`config.mk`:
```
export PLATFORM = sky130hd
export DESIGN_NAME = vexp_seq_flat
export DESIGN_NICKNAME = d
export VERILOG_FILES = /design/src/rtl/vexp_seq_if.sv /design/src/rtl/vexp_seq.sv /design/src/flat_wrapper.sv
export SDC_FILE = /design/constraint.sdc
export NUM_CORES = 1
export LEC_CHECK = 0
export BUFFER_PORTS_ARGS = -buffer_cell sky130_fd_sc_hd__buf_2
export CAP_MARGIN = 10
export CORE_ASPECT_RATIO = 0.5
export CORE_MARGIN = 2
export CORE_UTILIZATION = 45
export DETAILED_ROUTE_END_ITERATION = 10
export HOLD_SLACK_MARGIN = 0.02
export PLACE_DENSITY = 0.71
export SLEW_MARGIN = 10
export SYNTH_ARGS = -nofsm -noshare
export SYNTH_HDL_FRONTEND = slang
export SYNTH_SLANG_ARGS = --single-unit
```
`constraint.sdc`:
```
create_clock -name CLK -period 2.4 [get_ports CLK]
set_input_delay 0.12 -clock CLK [delete_from_list [all_inputs] [get_ports CLK]]
set_output_delay 0.12 -clock CLK [all_outputs]
set_load 0.02 [all_outputs]
```
`src/rtl/vexp_seq_if.sv`:
```
// Handshake bundle between vexp_seq, the vector issue stage, the downstream consumer and the vexp unit.
// The in_mask lane enable exists only when VEXP_SEQ_MASK_EN is defined.
interface vexp_seq_if #(
  parameter int LANES = 16
);
  logic                  in_valid;
  logic                  in_ready;
  logic [16*LANES-1:0]   in_vec;
`ifdef VEXP_SEQ_MASK_EN
  logic [LANES-1:0]      in_mask;
`endif
  logic                  out_valid;
  logic                  out_ready;
  logic [16*LANES-1:0]   out_vec;
  logic                  exp_req_valid;
  logic                  exp_req_ready;
  logic [15:0]           exp_req_operand;
  logic                  exp_resp_valid;
  logic [15:0]           exp_resp_data;
  logic                  exp_resp_ready;

  // Sequencer view.
  modport master (
`ifdef VEXP_SEQ_MASK_EN
    input  in_mask,
`endif
    input  in_valid, in_vec, out_ready, exp_req_ready, exp_resp_valid, exp_resp_data,
    output in_ready, out_valid, out_vec, exp_req_valid, exp_req_operand, exp_resp_ready
  );

  // Environment view: issue stage, consumer and vexp unit.
  modport slave (
`ifdef VEXP_SEQ_MASK_EN
    output in_mask,
`endif
    output in_valid, in_vec, out_ready, exp_req_ready, exp_resp_valid, exp_resp_data,
    input  in_ready, out_valid, out_vec, exp_req_valid, exp_req_operand, exp_resp_ready
  );
endinterface

```
`src/rtl/vexp_seq.sv`:
```
// Feeds one LANES-wide FP16 vector through the shared vexp unit element by element and reassembles
// the in-order results. Optional lane masking: define VEXP_SEQ_MASK_EN.
module vexp_seq #(
  parameter int LANES           = 16,
  parameter int MAX_OUTSTANDING = 4
) (
  input  logic       CLK,
  input  logic       nRST,
  vexp_seq_if.master bus,
  output logic       busy,
  output logic       err
);
  localparam int IW = $clog2(LANES + 1);
  localparam int OW = $clog2(MAX_OUTSTANDING + 1);
  localparam int LW = $clog2(LANES);
  localparam logic [IW-1:0] IDX_END = IW'(LANES);
  localparam logic [OW-1:0] OUT_MAX = OW'(MAX_OUTSTANDING);

  localparam logic [1:0] IDLE  = 2'd0;
  localparam logic [1:0] ISSUE = 2'd1;
  localparam logic [1:0] DRAIN = 2'd2;
  localparam logic [1:0] DONE  = 2'd3;

  logic [1:0]             state;
  logic [LANES-1:0][15:0] op_buf;
  logic [LANES-1:0][15:0] res_buf;
  logic [IW-1:0]          issue_idx, ret_idx;
  logic [IW-1:0]          issue_next, ret_next, first_idx;
  logic [OW-1:0]          outstanding;
  logic [LANES-1:0]       lane_en, in_en;
  logic                   accept, req_hs, resp_ok, stray;

  // First enabled lane at or above 'from'; IDX_END when none remain.
  function automatic logic [IW-1:0] next_en(input logic [IW-1:0] from, input logic [LANES-1:0] en);
    next_en = IDX_END;
    for (int i = LANES - 1; i >= 0; i--)
      if (i >= int'(from) && en[i]) next_en = IW'(i);
  endfunction

`ifdef VEXP_SEQ_MASK_EN
  logic [LANES-1:0] mask_q;
  assign lane_en = mask_q;
  assign in_en   = bus.in_mask;
`else
  assign lane_en = '1;
  assign in_en   = '1;
`endif

  assign bus.in_ready        = (state == IDLE);
  assign bus.out_valid       = (state == DONE);
  assign bus.out_vec         = res_buf;
  assign bus.exp_resp_ready  = (state == ISSUE) || (state == DRAIN);
  assign bus.exp_req_valid   = (state == ISSUE) && (issue_idx < IDX_END) && (outstanding < OUT_MAX);
  assign bus.exp_req_operand = (issue_idx < IDX_END) ? op_buf[issue_idx[LW-1:0]] : 16'h0000;
  assign busy                = (state != IDLE);

  assign accept     = bus.in_valid && (state == IDLE);
  assign req_hs     = bus.exp_req_valid && bus.exp_req_ready;
  // A response with nothing in flight is dropped rather than written to an arbitrary lane.
  assign resp_ok    = bus.exp_resp_valid && bus.exp_resp_ready && (outstanding != '0);
  assign stray      = bus.exp_resp_valid && (!bus.exp_resp_ready || (outstanding == '0));
  assign issue_next = next_en(issue_idx + IW'(1), lane_en);
  assign ret_next   = next_en(ret_idx + IW'(1), lane_en);
  assign first_idx  = next_en('0, in_en);

  // NOTE: state uses non-blocking assignments so every register samples pre-edge values.
  always_ff @(posedge CLK or negedge nRST) begin
    if (!nRST) begin
      state       <= IDLE;
      // NOTE: the lane buffers are plain registers with defined reset contents, not a RAM.
      op_buf      <= '0;
      res_buf     <= '0;
      issue_idx   <= '0;
      ret_idx     <= '0;
      outstanding <= '0;
      err         <= 1'b0;
`ifdef VEXP_SEQ_MASK_EN
      mask_q      <= '0;
`endif
    end else begin
      if (stray) err <= 1'b1;

      if (req_hs) issue_idx <= issue_next;
      if (resp_ok) begin
        res_buf[ret_idx[LW-1:0]] <= bus.exp_resp_data;
        ret_idx                  <= ret_next;
      end

      case ({req_hs, resp_ok})
        2'b10:   outstanding <= outstanding + OW'(1);
        2'b01:   outstanding <= outstanding - OW'(1);
        default: ;
      endcase

      case (state)
        IDLE: begin
          if (accept) begin
            op_buf      <= bus.in_vec;
            // Masked lanes pass their operand through, so results start as a copy of the input.
            res_buf     <= bus.in_vec;
            issue_idx   <= first_idx;
            ret_idx     <= first_idx;
            outstanding <= '0;
`ifdef VEXP_SEQ_MASK_EN
            mask_q      <= bus.in_mask;
`endif
            state       <= (first_idx == IDX_END) ? DONE : ISSUE;
          end
        end
        ISSUE: begin
          if (resp_ok && ret_next == IDX_END)         state <= DONE;
          else if (req_hs && issue_next == IDX_END)   state <= DRAIN;
        end
        DRAIN: begin
          if (resp_ok && ret_next == IDX_END) state <= DONE;
        end
        default: begin
          if (bus.out_ready) state <= IDLE;
        end
      endcase
    end
  end
endmodule

```
`src/flat_wrapper.sv`:
```
// flat-port wrapper written by rule: the top's interface ports become plain ports
module vexp_seq_flat 
#(
  parameter int LANES           = 16,
  parameter int MAX_OUTSTANDING = 4
)
  (CLK, nRST, busy, err, bus_in_valid, bus_in_vec, bus_out_ready, bus_exp_req_ready, bus_exp_resp_valid, bus_exp_resp_data, bus_in_ready, bus_out_valid, bus_out_vec, bus_exp_req_valid, bus_exp_req_operand, bus_exp_resp_ready);
  vexp_seq_if #(.LANES(LANES)) bus_i ();
  input  logic CLK;
  input  logic nRST;
  output logic busy;
  output logic err;
  input wire logic [$bits(bus_i.in_valid)-1:0] bus_in_valid;
  input wire logic [$bits(bus_i.in_vec)-1:0] bus_in_vec;
  input wire logic [$bits(bus_i.out_ready)-1:0] bus_out_ready;
  input wire logic [$bits(bus_i.exp_req_ready)-1:0] bus_exp_req_ready;
  input wire logic [$bits(bus_i.exp_resp_valid)-1:0] bus_exp_resp_valid;
  input wire logic [$bits(bus_i.exp_resp_data)-1:0] bus_exp_resp_data;
  output wire logic [$bits(bus_i.in_ready)-1:0] bus_in_ready;
  output wire logic [$bits(bus_i.out_valid)-1:0] bus_out_valid;
  output wire logic [$bits(bus_i.out_vec)-1:0] bus_out_vec;
  output wire logic [$bits(bus_i.exp_req_valid)-1:0] bus_exp_req_valid;
  output wire logic [$bits(bus_i.exp_req_operand)-1:0] bus_exp_req_operand;
  output wire logic [$bits(bus_i.exp_resp_ready)-1:0] bus_exp_resp_ready;
  assign bus_i.in_valid = bus_in_valid;
  assign bus_i.in_vec = bus_in_vec;
  assign bus_i.out_ready = bus_out_ready;
  assign bus_i.exp_req_ready = bus_exp_req_ready;
  assign bus_i.exp_resp_valid = bus_exp_resp_valid;
  assign bus_i.exp_resp_data = bus_exp_resp_data;
  assign bus_in_ready = bus_i.in_ready;
  assign bus_out_valid = bus_i.out_valid;
  assign bus_out_vec = bus_i.out_vec;
  assign bus_exp_req_valid = bus_i.exp_req_valid;
  assign bus_exp_req_operand = bus_i.exp_req_operand;
  assign bus_exp_resp_ready = bus_i.exp_resp_ready;
  vexp_seq #(.LANES(LANES), .MAX_OUTSTANDING(MAX_OUTSTANDING)) u_core (.CLK(CLK), .nRST(nRST), .bus(bus_i), .busy(busy), .err(err));
endmodule
```
# [Word level (Yosys, flattened, before mapping)]
# Index checks and enable logic that the tools add are counted.
[totals] reg_bits=528 out_inout_bits=278
[classes] add_sub_neg=4 n_lt_le_gt_ge=37 n_eq_ne=10 muxes=56 reduce_logical=20
[ops] op="256-bit 2-to-1 mux" n=3
[ops] op="256-bit bitwise mux" n=1
[ops] op="5-bit 2-to-1 mux" n=38
[ops] op="4-bit by 5-bit greater-or-equal comparator with 1-bit output, first input constant" n=16
[ops] op="16-bit binary-select mux with 4-bit select" n=1
[ops] op="16-bit demux with 4-bit select" n=1
[ops] op="16-bit 2-to-1 mux" n=3
[ops] op="3-bit by 5-bit greater-or-equal comparator with 1-bit output, first input constant" n=8
[ops] op="1-bit by 5-bit greater-or-equal comparator with 1-bit output, first input constant" n=4
[ops] op="2-bit by 5-bit greater-or-equal comparator with 1-bit output, first input constant" n=4
[ops] op="5-bit by 1-bit adder with 5-bit output, second input constant" n=2
[ops] op="5-bit equality test, second input constant" n=2
[ops] op="1-bit logical AND" n=10
[ops] op="4-bit by 5-bit < comparator with 1-bit output, second input constant" n=2
[ops] op="2-bit 2-to-1 mux" n=5
[ops] op="2-bit equality test, second input constant" n=3
[ops] op="3-bit 2-to-1 mux" n=2
[ops] op="2-bit case mux with 3 select lines" n=1
[ops] op="3-bit case mux with 2 select lines" n=1
[ops] op="5-bit < comparator, second input constant" n=1
[ops] op="2-bit by 1-bit equality test with 1-bit output, second input constant" n=2
[ops] op="4-bit by 1-bit greater-or-equal comparator with 1-bit output, second input constant" n=1
[ops] op="4-bit AND reduction" n=1
[ops] op="4-bit nonzero test" n=1
[ops] op="13 further kinds" n=14

# [Longest topological paths before layout]
# Gate-level depths: netlist of the first run.
[depth] depth_word=23 mapped_depth=11 mapped_depth_nobuf=9

# [Worst setup path before layout of the first run]
# OpenSTA, ideal clock, no wires.
[synth_timing] path_type="reg2reg" from="register u_core.state[0]" to="register u_core.outstanding[2]" setup_ns=0.078 t_arrival_ns=2.534 t_required_ns=2.322 slack_ns=-0.212 stages_incl_launch_ff=12 n_path_buf=2 period_less_slack_ns=2.612 path_cell_list="dfrtp_1 -> inv_1 -> ha_1 -> o311ai_4 -> inv_2 -> buf_6 -> buf_8 -> ha_1 -> fa_1 -> xnor2_1 -> or3_1 -> a21oi_1"
[synth_via] elab_chain_len=8 word_cells_on_any_way=15 classes_between="4 x eq/ne; 3 x mux; 8 x reduce/logical"
[synth_rtl] item="start, declared" line_no="vexp_seq.sv:24" rtl="logic [1:0] state;"
[synth_rtl] item="start signal, assigned" line_no="vexp_seq.sv:107" rtl="state <= (first_idx == IDX_END) ? DONE : ISSUE;"
[synth_rtl] item="2-bit by 1-bit equality test with 1-bit output / 2-bit equality test (equally long branches)" line_no="vexp_seq.sv:52" rtl="assign bus.exp_resp_ready = (state == ISSUE) || (state == DRAIN);"
[synth_rtl] item="1-bit logical OR *" line_no="vexp_seq.sv:52"
[synth_rtl] item="via bus_exp_resp_ready" line_no="flat_wrapper.sv:24" rtl="output wire logic [$bits(bus_i.exp_resp_ready)-1:0] bus_exp_resp_ready;"
[synth_rtl] item="1-bit logical AND * (2 in a row)" line_no="vexp_seq.sv:60" rtl="assign resp_ok = bus.exp_resp_valid && bus.exp_resp_ready && (outstanding != '0);"
[synth_rtl] item="2-bit by 1-bit equality test with 1-bit output / 2-bit equality test (equally long branches)" line_no="vexp_seq.sv:89" rtl="case ({req_hs, resp_ok})"
[synth_rtl] item="3-bit case mux with 2 select lines *" line_no="vexp_seq.sv:89"
[synth_rtl] item="3-bit 2-to-1 mux" line_no="vexp_seq.sv:97" rtl="if (accept) begin"
[synth_rtl] item="3-bit 2-to-1 mux *" line_no="vexp_seq.sv:95" rtl="case (state)"
[synth_rtl] item="end signal, assigned" line_no="vexp_seq.sv:90" rtl="2'b10: outstanding <= outstanding + OW'(1);"
[synth_rtl] item="end signal, assigned" line_no="vexp_seq.sv:91" rtl="2'b01: outstanding <= outstanding - OW'(1);"
[synth_rtl] item="end, declared" line_no="vexp_seq.sv:29" rtl="logic [OW-1:0] outstanding;"
# The timed path passes the listed nets; every way through them passes the cells marked *.
# A chain may end at the register's enable or synchronous reset.

# [Final worst setup path of the first run]
[layout_timing] from="register u_core.issue_idx[0]" to="output bus_exp_req_operand[5]"
[layout_via] elab_chain_len=3 word_cells_on_any_way=4 classes_between="1 x order compare; 3 x mux"
[layout_rtl] item="start, declared" line_no="vexp_seq.sv:27" rtl="logic [IW-1:0] issue_idx, ret_idx;"
[layout_rtl] item="start signal, assigned" line_no="vexp_seq.sv:83" rtl="if (req_hs) issue_idx <= issue_next;"
[layout_rtl] item="start signal, assigned" line_no="vexp_seq.sv:101" rtl="issue_idx <= first_idx;"
[layout_rtl] item="16-bit binary-select mux with 4-bit select" line_no="vexp_seq.sv:54" rtl="assign bus.exp_req_operand = (issue_idx < IDX_END) ? op_buf[issue_idx[LW-1:0]] : 16'h0000;"
[layout_rtl] item="16-bit 2-to-1 mux (implied by the code)" line_no="vexp_seq.sv:54"
[layout_rtl] item="16-bit 2-to-1 mux *" line_no="vexp_seq.sv:54"
[layout_rtl] item="end, declared" line_no="flat_wrapper.sv:23" rtl="output wire logic [$bits(bus_i.exp_req_operand)-1:0] bus_exp_req_operand;"
# Every way passes the cells marked *; elsewhere a longest branch is shown, timed or not. The select of a mux whose other input is x is not followed.

==> results of run 1 <==
## where the power goes
part	internal, mW	total [mW]	leakage [nW]	switching (mW)
combinational	6.53	17.9	8.95	11.4
sequential	13.0	16.0	6.59	2.96
clock	4.06	7.50	0.706	3.43
## synth_stat cells, types with 7 or more instances
master / number
o21ai_0: 7
mux4_2: 64
nor2_1: 10
buf_4: 11
nor3_4: 12
or3_1: 8
buf_2: 57
buf_6: 14
mux2i_1: 34
nand2_1: 774
nand3_1: 776
dfrtp_1: 528
ha_1: 14
buf_1: 37
o22ai_1: 16
clkbuf_1: 99
a21oi_1: 11
## kinds of logic (layout without fill, tap and decap cells)
kind of cell | after synthesis | after routing | share of synthesized area (%)
compound gates | 44 | 44 | 1.22
xor+xnor | 6 | 6 | 0.219
fa+ha+maj | 15 | 15 | 0.814
buf+inv | 231 | 991 | 4.57
flops | 528 | 528 | 55.1
mux | 99 | 99 | 7.47
other cells | 0 | 3 | 0
simple gates | 1610 | 1610 | 30.6
## timing repair
item	4_1_cts	5_1_grt
pin swaps	2	2
hold buffers	260	0
setup endpoints to repair	16	16
cloned	0	2
endpoints found under the hold margin	795	0
setup buffers	4	5
resized for setup	15	6
## flip-flops by register name (all words and copies together), names as in the netlist
name                cells
u_core.bus.out_vec    256
u_core.err              1
u_core.issue_idx        5
u_core.op_buf         256
u_core.outstanding      3
u_core.ret_idx          5
u_core.state            2
## layer usage
layer / up-vias / part of all wire, % / wire length (um)
met3: 486 / 11 / 10600
met4: 2 / 6.5 / 6230
li1: 10055 / - / -
met1: 11330 / 36 / 34600
met5: - / 0.050 / 48
met2: 1591 / 46 / 44600
## cell type report
class,instances,area share (%)
antenna,3,0.0236
clock buffer,65,4.17
clock inverter,14,0.429
inverter,11,0.130
multi-input combinational,1774,30.7
sequential,528,41.6
tap,701,2.76
timing repair buffer,901,20.2
## final timing paths
kind	startpoint	end	slack, ps	cells past startpoint
setup reg to reg	u_core.state[1]	u_core.bus.out_vec[248]	160	7
hold / removal	nRST	u_core.op_buf[235]	80	2
min in group CLK	bus_exp_resp_data[1]	u_core.bus.out_vec[81]	160	3
max in group asynchronous	nRST	u_core.bus.out_vec[44]	1390	3
setup / recovery	u_core.issue_idx[0]	bus_exp_req_operand[5]	-250	6
hold reg to reg	u_core.err	u_core.err	460	1
## metrics by stage
stage / std cells / setup TNS, ps / hold WS (ps) / util (%) / worst slack (ps)
2_1_floorplan: 2533 / 0 / -176 / - / 13.2
3_3_place_gp: 3644 / 0 / 98.5 / 52.5 / 234
3_5_place_dp: 3644 / 0 / 96.8 / 52.5 / 211
4_1_cts: 3987 / -2460 / 88.8 / 60.4 / -206
5_1_grt: 3996 / -3650 / 122 / 60.7 / -255
6_report: 3997 / -2940 / 79.2 / 60.7 / -249
==> results.json, run 1 <==
{
  "status": "finished, violations left",
  "failed_checks": "setup timing",
  "wl_per_cell_um": 24.1,
  "hpwl_um": 65000,
  "critPathTopFamily": "multiplexers",
  "cts_buffers": 46,
  "synth_async_sr_flop_share_pct": 100,
  "met2_usage_pct": 54.0,
  "worstPathArrival_ps": 2530,
  "worst_setup_path_start_kind": "flip-flop",
  "synth_warnings": 0,
  "vias": 23464,
  "fillers": 4343,
  "layout_common_cells": "776 x nand3_1, 773 x nand2_1, 543 x buf_2",
  "synth_area_leader_cell": "dfrtp_1",
  "drive_gt1_share_pct": 24.7,
  "synth_top_area_share_pct": 55.1,
  "hold_viol_final": 0,
  "gp_congestion": 0.932,
  "finalWorstPathRequiredPeriod_ps": 2650,
  "ys_dominant_reg_cell": "dfrtp_1",
  "seq_area_frac_synth_pct": 55.1,
  "crit_top_cell": "buf_4",
  "start_util_pct": 45.8,
  "mostFrequentLayoutCell": "nand3_1",
  "required_ps": 2280,
  "max_slew_margin_pct": 36.7,
  "grt_util_all_layers_pct": 34.1,
  "antenna_found_initial": 3,
  "max_freq_ghz": 0.377,
  "cts_sinks": 528,
  "cp_slowest_stage_delay_ps": 580,
  "top_usage_layer": "met2",
  "die_w_um": 331,
  "ys_seq_elements": 528,
  "vdd_drop_max_v": 0.000519,
  "final_nets": 3555,
  "clk_latency_ps": 570,
  "tightest_slew_ps": 949,
  "drt_iter0_drc": 3214,
  "die_area_mm2": 0.0553,
  "fin_area_mm2": 0.0318,
  "syn_to_final_growth_pct": 32.4,
  "path_class": "reg2out",
  "slowest_stage": "mux4_2",
  "fp-row-count": 59,
  "synth_edf_count": 0,
  "path_max_fanout": 7,
  "dr.pass1.iters": 8,
  "setup_viol": 16,
  "path_cells": "buf_4 > buf_12 > mux4_2 > mux2i_1 > o22ai_1 > buf_4",
  "max-cap-violations": 0,
  "vias_per_cell": 5.87,
  "grt_start_max_net_pins": 120,
  "drc_errors": 0,
  "syn_area_mm2": 0.0240,
  "overflow": 0,
  "clk_pin_slew_ps": 70,
  "die_y_um": 167,
  "cts_tree": "built",
  "h-tree-depth": 2,
  "grt_setup_unrepaired": "true",
  "p_per_area_mw_per_mm2": 1300,
  "layout_setup_ws_ps": -249,
  "io_buffers": 555,
  "ioPinCount": 556,
  "clockBufferDepth": 3,
  "post_dp_cell_area_mm2": 0.0275,
  "power_mw": 41.4,
  "hp-class": "in2async",
  "grtUsageMet3_pct": 9.58,
  "cts-root-buf": "clkbuf_16",
  "multi_input_area_mm2": 0.00974,
  "wl_um": 96100,
  "path_buf_inv": 3,
  "ys_top_cells_by_area": "dfrtp_1 55%, nand3_1 16%, nand2_1 12%, mux4_2 6.0%, clkbuf_1 1.5%",
  "final_max_slew_viol_count": 0,
  "end_kind": "output pin",
  "ant_nets": 0,
  "grt_use_met1_pct": 42.6,
  "core_mm2": 0.0523,
  "final-seq-area_mm2": 0.0132,
  "fin_skew_ps": 8.99,
  "grt_pass1_vias": 22945,
  "synth_cells": 2533,
  "grt_pass1_wl_um": 140000,
  "p_leak_nw": 16.2,
  "yosysUniqueCellTypes": 48,
  "fin_crit_sh_pct": 110,
  "syn_avg_cell_area_um2": 9.47,
  "synth_nets": 2826
}
No activity file was read; power rests on OpenSTA's default activity.
==> run 2, diff against run 1 <==
--- a/config.mk
+++ b/config.mk
@@ -6,7 +6,7 @@
 export NUM_CORES = 1
 export LEC_CHECK = 0
 export BUFFER_PORTS_ARGS = -buffer_cell sky130_fd_sc_hd__buf_2
-export CAP_MARGIN = 10
+export CAP_MARGIN = 20
 export CORE_ASPECT_RATIO = 0.5
 export CORE_MARGIN = 2
 export CORE_UTILIZATION = 45
==> constraint.sdc (replaced) <==
create_clock -name CLK -period 2.4 [get_ports CLK]
set_input_delay 0.48 -clock CLK [delete_from_list [all_inputs] [get_ports CLK]]
set_output_delay 0.48 -clock CLK [all_outputs]
set_load 0.02 [all_outputs]
==> run 2 against run 1 <==
Net effect:
- the flow still finishes with violations (setup timing)
- clock skew up 8.8 ps
- final cell count down 5.8%
- count of clock-buffer cells in the layout is 1 higher
- clock power increased by 9.1%
- global-route usage up 0.69 points
- non-clock buffer count shrank 243
- die area unchanged
- sequential share of layout area up 3.1 points
- critical path depth did not move
- design area fell by 6.8%
- flip-flop and latch count unchanged
- routed wire length grew 2.0%
- largest cell class unchanged
- largest power group unchanged
- highest routed layer unchanged
==> results.json, run 2 (same netlist as run 1, synthesis figures left out) <==
{
  "p_clk_share_pct": 19.3,
  "pwr-share-comb_pct": 40.5,
  "antenna_found_initial": 7,
  "cts_buffers": 48,
  "end_kind": "output pin",
  "pre_cts_ws_ps": 25.9,
  "fp-row-count": 59,
  "syn_to_final_growth_pct": 23.3,
  "clk_latency_ps": 600,
  "dp.cells": 3659,
  "h-tree-depth": 2,
  "slowest_stage": "mux4_2",
  "clockBufferDepth": 3,
  "wl_um": 98000,
  "grt_pass1_wl_um": 140000,
  "worstHoldStart": "bus_in_vec[205]",
  "swShare_pct": 43.6,
  "failed_checks": "setup timing",
  "p_sw_mw": 18.5,
  "pwr-share-seq_pct": 40.2,
  "hp-class": "in2reg",
  "die_y_um": 167,
  "layout_common_cells": "776 x nand3_1, 773 x nand2_1, 550 x buf_2",
  "max_freq_ghz": 0.337,
  "die_area_mm2": 0.0553,
  "core_mm2": 0.0523,
  "vdd_drop_max_v": 0.000626,
  "io_buffers": 555,
  "drt_iter0_drc": 3474,
  "timing.rr.start": "u_core.state[0]",
  "rr_endpoint": "u_core.bus.out_vec[234]",
  "grt_start_max_net_pins": 108,
  "ant_nets": 0,
  "fin_cells": 3765,
  "p_leak_nw": 15.4,
  "hpwl_um": 71100,
  "vias": 22462,
  "vias_per_cell": 5.97,
  "gp_congestion": 1.05,
  "final_nets": 3314,
  "mostFrequentLayoutCell": "nand3_1",
  "die_w_um": 331,
  "internal_power_mw": 23.9,
  "grt_setup_unrepaired": "true",
  "p_per_area_mw_per_mm2": 1430,
  "worst_setup_path_start_kind": "flip-flop",
  "r2r_slack_ps": 110,
  "max_slew_margin_pct": 38.2,
  "max-cap-violations": 0,
  "layout_setup_ws_ps": -565,
  "critPathTopFamily": "multiplexers",
  "drive_gt1_share_pct": 27.7,
  "post_dp_cell_area_mm2": 0.0277,
  "grt_pass1_vias": 20699,
  "tightest_slew_ps": 927,
  "path_class": "reg2out",
  "cts_tree": "built",
  "fin_crit_sh_pct": 124,
  "status": "finished, violations left",
  "cts_sinks": 528,
  "worstPathArrival_ps": 2480,
  "wl_per_cell_um": 26.0,
  "cp_slowest_stage_delay_ps": 540,
  "fin_skew_ps": 17.8,
  "final_max_slew_viol_count": 0,
  "path_cells": "buf_6 > buf_12 > mux4_2 > mux2i_2 > o22ai_1 > buf_2",
  "overflow": 0,
  "ioPinCount": 556,
  "path_buf_inv": 3,
  "cts-root-buf": "clkbuf_16",
  "fin_area_mm2": 0.0296,
  "drc_errors": 0,
  "startpoint": "u_core.issue_idx[0]",
  "dr.pass1.iters": 6,
  "finalWorstPathRequiredPeriod_ps": 2960,
  "hold-path-endpoint": "u_core.op_buf[205]",
  "whs_path_depth": 3,
  "hold_viol_final": 0,
  "reg2reg_depth": 7,
  "grt_util_all_layers_pct": 34.8,
  "clk_pin_slew_ps": 70,
  "required_ps": 1920,
  "start_util_pct": 45.8,
  "path_max_fanout": 5,
  "setup_viol": 16,
  "fin_util_pct": 56.5
}
run 2: cell types whose count changed in the layout (fill, tap and decap cells not counted), sizes merged:
cell         before  now
dlygate4sd3     260    1
buf             639  654
diode             3    6
bufinv            2    4
clkbuf           67   69
clkinv            6    8
inv              12   14
clkinvlp          5    6
run 2: power groups by stage:
stage / registers, mW / logic [mW] / clock network [mW]
final: 17.0 / 17.2 / 8.18
after global routing: 17.1 / 18.5 / 8.55
after CTS: 16.7 / 16.8 / 8.15
after detailed placement: 16.7 / 16.7 / 0
after global placement: 16.8 / 16.2 / 0
after floorplan: 17.4 / 8.49 / 0
run 2: how the worst max path moves through the flow:
stage | endpoint | cells after the start | slack (ps)
after floorplan | u_core.outstanding[2] | 11 | 10
after global placement | bus_exp_req_operand[1] | 5 | 40
after detailed placement | bus_exp_req_operand[9] | 5 | 30
after CTS | bus_exp_req_operand[7] | 5 | -570
after global routing | bus_exp_req_operand[4] | 7 | -600
final | bus_exp_req_operand[7] | 6 | -560
run 2: timing repair:
action / 4_1_cts / 5_1_grt
gates resized for setup: 11 / 8
hold buffers: 1 / 0
gates cloned: 0 / 3
hold endpoints to repair: 32 / 0
buffers inserted: 4 / 5
endpoints found under the setup margin: 16 / 19
run 2: worst register-to-register path, cell delays in order, from the launching register on:
cell and delay [ps]:
dfrtp_1 420, inv_2 90, ha_4 310, o311ai_4 110
buf_4 290, or3_1 670, nand3_1 210, nand3_1 80
run 2: per-stage QoR:
step / total power, mW / setup TNS [ps] / hold slack [ps]
2_1_floorplan: 25.8 / 0 / 184
3_3_place_gp: 33.0 / 0 / 403
3_5_place_dp: 33.4 / 0 / 406
4_1_cts: 41.7 / -8200 / 85.4
5_1_grt: 44.2 / -9010 / 100
6_report: 42.4 / -8310 / 104
run 2: layout make-up:
| type | instances | area, um2 |
|---|---|---|
| antenna | 6 | 15.0 |
| clock buffer | 66 | 1400 |
| clock inverter | 21 | 231 |
| fill | 4627 | 22800 |
| inverter | 11 | 41.3 |
| multi-input combinational | 1774 | 9760 |
| sequential | 528 | 13200 |
| tap | 701 | 877 |
| timing repair buffer | 658 | 4050 |
run 2: routing by layer:
layer / vias up / track usage, % / routed length, um
met4: 2 / 11.9 / 3570
li1: 9598 / - / -
met2: 1520 / 51.7 / 43900
met5: - / 0 / 31
met3: 259 / 9.87 / 12800
met1: 11083 / 49.2 / 37800
